--- config.mk ---
export PLATFORM = sky130hd
export DESIGN_NAME = pulse_scheduler
export DESIGN_NICKNAME = d
export VERILOG_FILES = /design/src/rtl/pulse_sched_pkg.sv /design/src/rtl/pulse_scheduler.sv
export SDC_FILE = /design/constraint.sdc
export NUM_CORES = 1
export LEC_CHECK = 0
export BUFFER_PORTS_ARGS = -buffer_cell sky130_fd_sc_hd__buf_4
export CELL_PAD_IN_SITES_DETAIL_PLACEMENT = 1
export CELL_PAD_IN_SITES_GLOBAL_PLACEMENT = 1
export CORE_MARGIN = 2
export CORE_UTILIZATION = 38
export DETAILED_ROUTE_END_ITERATION = 8
export GPL_TIMING_DRIVEN = 0
export PLACE_DENSITY_LB_ADDON = 0.1
export SLEW_MARGIN = 10
export SYNTH_ARGS = -nofsm -noshare
export SYNTH_HDL_FRONTEND = slang
export SYNTH_SLANG_ARGS = --single-unit
--- constraint.sdc ---
create_clock -name clk -period 3.5 [get_ports clk]
set_input_delay 0 -clock clk [delete_from_list [all_inputs] [get_ports clk]]
set_output_delay 0 -clock clk [all_outputs]
set_load 0.02 [all_outputs]
--- src/rtl/pulse_sched_pkg.sv ---
// Shared definitions for the pulse scheduler and its companion up-counter.
package pulse_sched_pkg;

  localparam int CNT_W_DEF = 16;
  localparam int REP_W_DEF = 8;

  typedef enum logic [2:0] {
    ST_IDLE,
    ST_ARM,
    ST_RUN,
    ST_GAP,
    ST_DONE
  } state_t;

endpackage

--- src/rtl/pulse_scheduler.sv ---
// Issues repeat_n ticks, each one period+2 cycles apart, by gating an
// external up-counter; every output is a flop so downstream sees clean pulses.
module pulse_scheduler
  import pulse_sched_pkg::*;
#(
  parameter int CNT_W = CNT_W_DEF,
  parameter int REP_W = REP_W_DEF
) (
  input  logic             clk,
  input  logic             rst,
  input  logic             start,
  input  logic             abort,
  input  logic [CNT_W-1:0] period,
  input  logic [REP_W-1:0] repeat_n,
  input  logic             cnt_pulse,
  output logic             cnt_en,
  output logic [CNT_W-1:0] cnt_trigger,
  output logic             busy,
  output logic             tick,
  output logic             done,
  output logic [REP_W-1:0] ticks_done
);

  state_t           r_state, w_state_nxt;
  logic [REP_W-1:0] r_rep, w_rep_nxt;
  logic [CNT_W-1:0] r_trig, w_trig_nxt;
  logic [REP_W-1:0] r_ticks, w_ticks_nxt;
  logic             r_en, r_busy, r_tick, r_done;
  logic             w_tick_nxt, w_done_nxt;
  logic [REP_W:0]   w_ticks_inc;

  assign w_ticks_inc = {1'b0, r_ticks} + {{REP_W{1'b0}}, 1'b1};

  always_comb begin
    w_state_nxt = r_state;
    w_rep_nxt   = r_rep;
    w_trig_nxt  = r_trig;
    w_ticks_nxt = r_ticks;
    w_tick_nxt  = 1'b0;
    w_done_nxt  = 1'b0;
    case (r_state)
      ST_IDLE: begin
        if (start && !abort) begin
          w_trig_nxt  = period;
          w_rep_nxt   = repeat_n;
          w_ticks_nxt = '0;
          // A zero-length schedule completes immediately without touching the counter
          if (period == '0 || repeat_n == '0) begin
            w_state_nxt = ST_DONE;
            w_done_nxt  = 1'b1;
          end else begin
            w_state_nxt = ST_ARM;
          end
        end
      end
      ST_ARM:  w_state_nxt = abort ? ST_IDLE : ST_RUN;
      ST_RUN: begin
        if (abort) begin
          w_state_nxt = ST_IDLE;
        end else if (cnt_pulse) begin
          if (r_ticks != r_rep) w_ticks_nxt = w_ticks_inc[REP_W-1:0];
          w_tick_nxt = 1'b1;
          if (w_ticks_inc < {1'b0, r_rep}) begin
            w_state_nxt = ST_GAP;
          end else begin
            w_state_nxt = ST_DONE;
            w_done_nxt  = 1'b1;
          end
        end
      end
      ST_GAP:  w_state_nxt = abort ? ST_IDLE : ST_RUN;
      ST_DONE: w_state_nxt = ST_IDLE;
      default: w_state_nxt = ST_IDLE;
    endcase
  end

  always_ff @(posedge clk or posedge rst) begin
    if (rst) begin
      r_state <= ST_IDLE;
      r_rep   <= '0;
      r_trig  <= '0;
      r_ticks <= '0;
      r_en    <= 1'b0;
      r_busy  <= 1'b0;
      r_tick  <= 1'b0;
      r_done  <= 1'b0;
    end else begin
      r_state <= w_state_nxt;
      r_rep   <= w_rep_nxt;
      r_trig  <= w_trig_nxt;
      r_ticks <= w_ticks_nxt;
      r_en    <= (w_state_nxt == ST_RUN);
      r_busy  <= (w_state_nxt != ST_IDLE);
      r_tick  <= w_tick_nxt;
      r_done  <= w_done_nxt;
    end
  end

  assign cnt_en      = r_en;
  assign cnt_trigger = r_trig;
  assign busy        = r_busy;
  assign tick        = r_tick;
  assign done        = r_done;
  assign ticks_done  = r_ticks;

endmodule

# Yosys cells after proc, flatten, opt, wreduce, memory -nomap -nowiden
# Index checks and enable logic that the tools add are counted.
# totals
ff_bits,39
out_inout_bits,28
word_cells,51
input_bits,29
# op_classes
n_addsub,1
mux,21
order_cmp,1
eq_ne,9
reduce_logical,11
# op_table
cell,n
$mux W8,4
$logic_not A16 Y1,1
$pmux W8 S2,1
$mux W3,5
$add A8 B1 Y9 const B,1
$eq A3 B2 Y1 const B,3
$lt A9 B8 Y1,1
$pmux W3 S3,1
$logic_not A8 Y1,1
$mux W1,8
$ne A2 B2 Y1 const B,4
$ne A8 B8 Y1,1
$reduce_and A5 Y1,1
$eq A3 B1 Y1 const B,1
$logic_not A3 Y1,1
$reduce_bool A3 Y1,1
$mux W2,1
$pmux W1 S2,1
$reduce_and A2 Y1,1
$reduce_bool A2 Y1,1
$reduce_or A2 Y1,1
$logic_and A1 B1 Y1,1
$logic_not A1 Y1,1
$logic_or A1 B1 Y1,1

# Longest topological paths before layout
# Gate-level depths: netlist of run 1.
# depth
word_depth,7
ltp_mapped,10
depth_no_buf,10

# Least setup slack after synthesis of run 1
# Ideal clock, no wire load.
# synth_path
kind,register to register
startpoint,register r_ticks[0] (netlist: ticks_done[0])
endpoint,register r_done (netlist: done)
slack_ns,1.107
stages_incl_launch_ff,11
t_arrival_ns,2.272
path_cell_list,dfrtp_1 -> ha_1 -> nand2_1 -> nor2_1 -> xor2_1 -> ha_1 -> a21oi_1 -> nor2b_1 -> a311oi_1 -> o21ai_0 -> a22o_1
# synth_between
elab_chain_len,6
# synth_rtl
item,line_no,text
start: declaration,pulse_scheduler.sv:27,"logic [REP_W-1:0] r_ticks, w_ticks_nxt;"
start signal: assignment,pulse_scheduler.sv:91,r_ticks <= w_ticks_nxt;
$add A8 B1 Y9,pulse_scheduler.sv:32,"assign w_ticks_inc = {1'b0, r_ticks} + {{REP_W{1'b0}}, 1'b1};"
$lt A9 B8 Y1,pulse_scheduler.sv:63,"if (w_ticks_inc < {1'b0, r_rep}) begin"
$mux W1,pulse_scheduler.sv:63,
$mux W1,pulse_scheduler.sv:60,end else if (cnt_pulse) begin
$mux W1,pulse_scheduler.sv:58,if (abort) begin
$pmux W1 S2,pulse_scheduler.sv:41,case (r_state)
named net w_done_nxt,pulse_scheduler.sv:29,"logic w_tick_nxt, w_done_nxt;"
end signal: assignment,pulse_scheduler.sv:95,r_done <= w_done_nxt;
end: declaration,pulse_scheduler.sv:28,"logic r_en, r_busy, r_tick, r_done;"
# The timed path passes the listed nets, and every way through them passes these cells.
# A chain may end at the register's enable or synchronous reset.

# Worst setup path in the final report of run 1
# layout_path
startpoint,register r_ticks[1] (netlist: ticks_done[1])
endpoint,register r_done (netlist: done)
# The elaborated chain is that of the path after synthesis.

==> impl_metrics.yaml, run 1 <==
final_layout:
  regArea_um2: 975.9
  fin_util_pct: 57.67
  n_fill_cell: 591
  syn2layout_area_growth_pct: 45.28
  multi_input_area_um2: 982.2
  layout-drive-gt1-share_pct: 26.10
  diodes: 0
  finalNetCount: 355
clock_network:
  cts.clk_slew.worst_paths_ns: 0.08
  cts_buffers: 5
  h-tree-depth: 2
  post_cts_buffers: 0
  cts_root_buf: "clkbuf_8"
  clk_latency_ns: 0.29
  cts_buffer_depth: 2
  cts_tree: "yes"
  cts.sink_count: 39
detailed_routing:
  dr.first_iter.drc_count: 55
  wl_met3_um: 214
  postRouteAntennaNets: 0
  drc_errors: 0
  wl_per_cell_um: 15.84
  wl_met2_um: 3306
  met1Wirelength_um: 2507
  drt_pre_antenna_iters: 4
  wirelength_um: 6146
  top_layer_used: "met4"
  routed_via_density: 4.974
  dr_total_vias: 1930
power_and_ir_drop:
  p_comb_share_pct: 32.4
  seqPwrFrac_pct: 40.4
  power.total_uw: 1478
  p_int_uw: 975.3
  power.switching_uw: 502.4
  p_clk_share_pct: 27.1
  power_leakage_uw: 0.001538
  ir_worst_vdd_uv: 238.4
  switching_share_pct: 34.00
  powerDensity_nw_per_um2: 495.4
hold_path:
  hp-class: "in -> async"
worst_setup_path:
  critPathRequiredTime_ns: 3.68
  crit_path_max_incr_delay_ns: 0.51
  crit_chain: "ha_1 -> nand2_1 -> nor2_1 -> xor2_1 -> ha_1 -> a21oi_1 -> nor2b_1 -> a311oi_1 -> o21ai_0 -> a22o_1"
  critPathMaxFanout: 8
  r2r_slack_ns: 0.59
  path_common_cell: "ha_1"
  cp_slowest_cell: "dfrtp_1"
  critical_path_class: "reg -> reg"
  start_kind: "flip-flop"
  worstPathArrival_ns: 3.09
  end_kind: "flip-flop"
synthesis:
  synthArstFlopShare_pct: 100.0
  synth_edf_count: 0
  synth-seq-cells: 39
  synth.cell_area_um2: 2053
  avgSynthCellArea_um2: 9.125
  synthDistinctLibCells: 34
  ys_seq_area_share_pct: 47.53
  yosysWarnings: 0
  synthCells: 225
  syn_nets: 263
  ys.flop_type: "dfrtp_1"
die:
  die_y_um: 77.51
  core_region_area_um2: 5172
  initial_core_util_pct: 39.70
  die-area_um2: 6007
  die_x_um: 77.51
  ioPinCount: 57
  placementRows: 26
sta:
  fin_skew_ns: 0.007274
  setup_viol_count_final: 0
  setup_tns_ns: 0
  min_period_over_period_pct: 83.02
  slew_headroom_pct: 62.89
  fin_crit_ns: 2.906
  worstMarginPinSlew_ns: 0.5509
  finalHoldViolCount: 0
  timing.fmax_ghz: 0.3441
  grt_setup_unrepaired: "false"
  drv_slew: 0
global_routing:
  grt_pass1_wl_um: 10500
  overflow: 0
  grt_pass1_vias: 2126
  grt_max_degree: 26
  grt_use_total_pct: 22.49
  antenna_found_initial: 0
place:
  hpwl_um: 4178
  place.gp.congestion: 0.7710
  io_buffers: 56
flow_run:
  maxCapViolCount: 0
outcome:
  status: "complete, no violations"
logic make-up after synthesis:
logic type / after synthesis / synth area share, %
flops: 39 / 47.53
simple gates: 115 / 26.63
xor+xnor: 13 / 6.277
buf+inv: 20 / 4.631
fa+ha+maj: 9 / 5.485
compound gates: 29 / 9.446
synthesized netlist by cell type, types with 3 or more instances:
library cell	count	area share [%]
and3_1	4	1.2
dfrtp_1	39	48
nand3_1	7	1.7
buf_2	4	0.98
nand2_1	73	13
nor4_1	6	1.8
nand4_1	4	1.2
xor2_1	9	3.8
ha_1	9	5.5
inv_1	12	2.2
nor3_1	3	0.73
nor2_1	10	1.8
a21oi_1	3	0.73
a21o_2	3	1.3
o21ai_0	12	2.9
critical path, delay by kind of cell, from the launching register on:
kind | cells | cell delay [ns]
AO/OA/AOI/OAI | 4 | 1.04
XOR/XNOR | 1 | 0.28
adder cells (fa/ha/maj) | 2 | 0.65
flip-flops | 1 | 0.51
AND/OR/NAND/NOR | 3 | 0.33
metal layers:
metal / vias up / track usage (%)
met2: 51 / 41.39
met1: 934 / 26.12
met3: 12 / 4.419
li1: 933 / -
met4: 0 / 7.143
met5: - / 0
layout by cell type, fill, tap and decap left out, types with 2 or more instances in the layout:
cell            n
ha_1            9
xnor2_1         2
nand2_1        73
buf_4          56
nor4_4          2
clkbuf_1        2
nor3_1          3
nand3_1         7
nor2_1         10
buf_6           2
xor2_1          9
a31oi_1         2
nand4_1         4
dfrtp_1        39
buf_2           4
clkbuf_8        6
a22o_1          2
inv_1          11
and3_1          4
o21ai_0        12
nand2b_1        2
a21o_2          3
xor2_2          2
nor4_1          6
dlygate4sd3_1  28
a21oi_1         3
final timing paths:
kind | startpoint | endpoint | cells after the start
setup / recovery | ticks_done[1]$_DFFE_PP0P_ | done$_DFF_PP0_ | 10
hold / removal | rst | tick$_DFF_PP0_ | 3
setup reg to reg | ticks_done[1]$_DFFE_PP0P_ | done$_DFF_PP0_ | 10
hold reg to reg | cnt_trigger[0]$_DFFE_PP0P_ | cnt_trigger[0]$_DFFE_PP0P_ | 2
max in group asynchronous | rst | ticks_done[7]$_DFFE_PP0P_ | 4
min in group clk | abort | cnt_en$_DFF_PP0_ | 3
registers in the layout, summed over array words and instances (netlist names):
register,cells
done,1
tick,1
r_rep,8
cnt_trigger,16
ticks_done,8
cnt_en,1
busy,1
r_state,3
repair_timing:
| action | 4_1_cts | 5_1_grt |
|---|---|---|
| resized for setup | 0 | 0 |
| hold buffers | 28 | 0 |
| hold endpoints to repair | 66 | 0 |
power by group through the flow:
stage               Combinational, uW  Clock (uW)  Sequential (uW)
global placement                  437           0              602
floorplan                         211           0              659
finish                            479         401              598
global route                      534         434              609
CTS                               481         412              597
detailed placement                452           0              604
through the flow:
stage / hold WS [ns] / setup slack [ns] / instances / cell area (um^2)
2_1_floorplan: 0.07078 / 1.107 / 225 / 2053
3_3_place_gp: 0.1910 / 0.7432 / 351 / 2561
3_5_place_dp: -0.007873 / 0.5768 / 352 / 2581
4_1_cts: 0.2300 / 0.5535 / 388 / 2983
5_1_grt: 0.2653 / 0.4365 / 388 / 2983
6_report: 0.2361 / 0.5941 / 388 / 2983
final cells by class:
type                       count  area share, %
multi-input combinational    166          32.93
sequential                    39          32.72
timing repair buffer          85          24.16
tap                           70          2.936
clock buffer                   6          2.768
buffer                         8          1.678
inverter                      12          1.510
clock inverter                 2          1.300
(Power assumes the default switching activity.)
==> inputs of run 2 (changes only) <==
- ABC_AREA: not set -> 1
- CORE_UTILIZATION: 38 -> 37
- clock period: 3.5 -> 3 ns (I/O delays scaled with it)
==> impl_metrics.yaml, run 2 <==
global_routing:
  grt_pass1_vias: 2151
  antenna_found_initial: 0
  met2_usage_pct: 37.95
  met3_usage_pct: 4.368
  grt_max_degree: 22
  grt_util_met1_pct: 23.96
  grt.busiest_layer: "met2"
  overflow: 0
  grt_pass1_wl_um: 9915
  grt_use_total_pct: 20.67
final_layout:
  final_common_cell: "nand2_1"
  largest_reg_flops: 16
  layout-drive-gt1-share_pct: 23.41
  syn2layout_area_growth_pct: 42.10
  finalNetCount: 383
  final_cell_area_um2: 2927
  final_cell_mix: "nand2_1 (88), buf_4 (57), dfrtp_1 (39)"
  diodes: 0
clock_network:
  h-tree-depth: 2
  cts_root_buf: "clkbuf_8"
  cts_buffer_depth: 2
  cts_buffers: 5
  post_cts_buffers: 0
  clk_latency_ns: 0.29
  cts_resized: 0
  cts.clk_slew.worst_paths_ns: 0.08
  holdBufCountCts: 24
  cts_tree: "yes"
  cts.sink_count: 39
hold_path:
  hp-class: "in -> reg"
sta:
  fin_skew_ns: 0.004811
  setup_slack_ns: 0.6647
  finalHoldViolCount: 0
  timing.fmax_ghz: 0.4282
  setup_viol_count_final: 0
  drv_slew: 0
  grt_setup_unrepaired: "false"
  fin_crit_ns: 2.335
  worstMarginPinSlew_ns: 0.4661
  setup_tns_ns: 0
  slew_headroom_pct: 68.88
  min_period_over_period_pct: 77.84
synthesis:
  synthTopCellsByArea: "dfrtp_1 (47%), nand2_1 (16%), inv_1 (6.9%), ha_1 (5.5%), nand3_1 (3.2%)"
  synthArstFlopShare_pct: 100.0
  synth_top_area_share_pct: 47.39
  yosys-top-cells-count: "nand2_1 (88), dfrtp_1 (39), inv_1 (38)"
  yosysTopAreaCell: "dfrtp_1"
  synth.cell_area_um2: 2059
  avgSynthCellArea_um2: 8.014
  yosysWarnings: 0
  synthDistinctLibCells: 27
  syn_nets: 295
  synth-seq-cells: 39
  synthCells: 257
  ys_seq_area_share_pct: 47.39
  synth_most_common_cell: "nand2_1"
  ys.flop_type: "dfrtp_1"
  synth_edf_count: 0
worst_setup_path:
  critical_path_class: "reg -> reg"
  start_kind: "flip-flop"
  end_kind: "flip-flop"
  critPathRequiredTime_ns: 3.22
  crit_chain: "ha_1 -> nand3_2 -> inv_2 -> nand3_2 -> or2_1 -> nand2_1 -> ha_1 -> nand2_1 -> nand2_1 -> nand2_1 -> nand2_1 -> nor2_1 -> nand2_1 -> nand2_1 -> nand2_1 -> nand2_1 -> nand2_1 -> nor2_1"
  cp_slowest_cell: "dfrtp_1"
  critPathMaxFanout: 5
  path_common_cell: "nand2_1"
  crit_path_max_incr_delay_ns: 0.45
  worstPathArrival_ns: 2.56
detailed_routing:
  routed_via_density: 4.699
  drt_pre_antenna_iters: 4
  wirelength_um: 5845
  dr.first_iter.drc_count: 46
  drc_errors: 0
  postRouteAntennaNets: 0
  wl_per_cell_um: 13.98
  dr_total_vias: 1964
place:
  place.gp.congestion: 0.7746
  hpwl_um: 4145
  pre_cts_slack_ns: 0.6693
  io_buffers: 56
  place_area_um2: 2597
die:
  die_x_um: 78.61
  initial_core_util_pct: 37.87
  placementRows: 27
  core_region_area_um2: 5439
  die_y_um: 78.61
  die-area_um2: 6179
  ioPinCount: 57
power_and_ir_drop:
  power_leakage_uw: 0.001594
  powerDensity_nw_per_um2: 497.2
  ir_worst_vdd_uv: 278.2
  power.total_uw: 1455
flow_run:
  maxCapViolCount: 0
outcome:
  status: "complete, no violations"
[run 2: cell count changes in the layout (fill, tap and decap cells not counted), moves of 3 or more]
| cell | previous run | this run |
|---|---|---|
| nor3_1 | 3 | 0 |
| inv_1 | 11 | 37 |
| a21o_2 | 3 | 0 |
| and3_1 | 4 | 1 |
| xor2_1 | 9 | 4 |
| nand2_1 | 73 | 88 |
| nand3_1 | 7 | 13 |
| dlygate4sd3_1 | 28 | 24 |
| o21ai_1 | 0 | 7 |
| or2_1 | 0 | 3 |
[run 2: final timing paths]
path	cells after the start	startpoint	slack (ns)	endpoint
setup / recovery	18	ticks_done[1]$_DFFE_PP0P_	0.66	cnt_en$_DFF_PP0_
hold / removal	3	period[12]	0.02	cnt_trigger[12]$_DFFE_PP0P_
setup reg to reg	18	ticks_done[1]$_DFFE_PP0P_	0.66	cnt_en$_DFF_PP0_
hold reg to reg	2	cnt_trigger[5]$_DFFE_PP0P_	0.49	cnt_trigger[5]$_DFFE_PP0P_
max in group asynchronous	4	rst	2.25	r_rep[3]$_DFFE_PP0P_
min in group asynchronous	3	rst	0.29	cnt_trigger[14]$_DFFE_PP0P_
[run 2: power by group]
group          internal [uW]  total [uW]  switching, uW
Combinational            193         442            249
Clock                    162         361            199
Sequential               606         653           46.9
Total                    960        1460            495
[run 2: per-stage QoR]
| step | hold WS (ns) | cells | utilization (%) |
|---|---|---|---|
| 2_1_floorplan | 0.08279 | 257 | - |
| 3_3_place_gp | 0.2075 | 385 | 47.25 |
| 3_5_place_dp | 0.05144 | 386 | 47.76 |
| 4_1_cts | 0.002198 | 418 | 53.81 |
| 5_1_grt | 0.03543 | 418 | 53.81 |
| 6_report | 0.01589 | 418 | 53.81 |
[run 2: kinds of logic after synthesis]
group,synth area share [%]
compound gates,5.589
xor+xnor,3.767
fa+ha+maj,5.468
buf+inv,8.810
flops,47.39
simple gates,28.98
[run 2: layout make-up]
| class | instances | area [um^2] |
|---|---|---|
| clock buffer | 5 | 68.82 |
| fill | 666 | 2512 |
| timing repair buffer | 81 | 688.2 |
| tap | 72 | 90.09 |
| inverter | 40 | 150.1 |
| multi-input combinational | 172 | 902.1 |
| clock inverter | 3 | 20.02 |
| buffer | 6 | 31.28 |
| sequential | 39 | 975.9 |
[run 2: critical path: cells and delay by family (launching register included)]
family | cells | cell delay (ns)
flip-flops | 1 | 0.45
adder cells (fa/ha/maj) | 2 | 0.47
AND/OR/NAND/NOR | 15 | 1.26
buffers and inverters | 1 | 0.08
[run 2: metal layers]
| layer | share of wire, % | up-vias | routed length (um) |
|---|---|---|---|
| li1 | - | 975 | - |
| met1 | 43 | 941 | 2514 |
| met3 | 3.8 | 7 | 221 |
| met2 | 52 | 41 | 3020 |
| met4 | 1.5 | 0 | 89 |
| met5 | 0 | - | 0 |
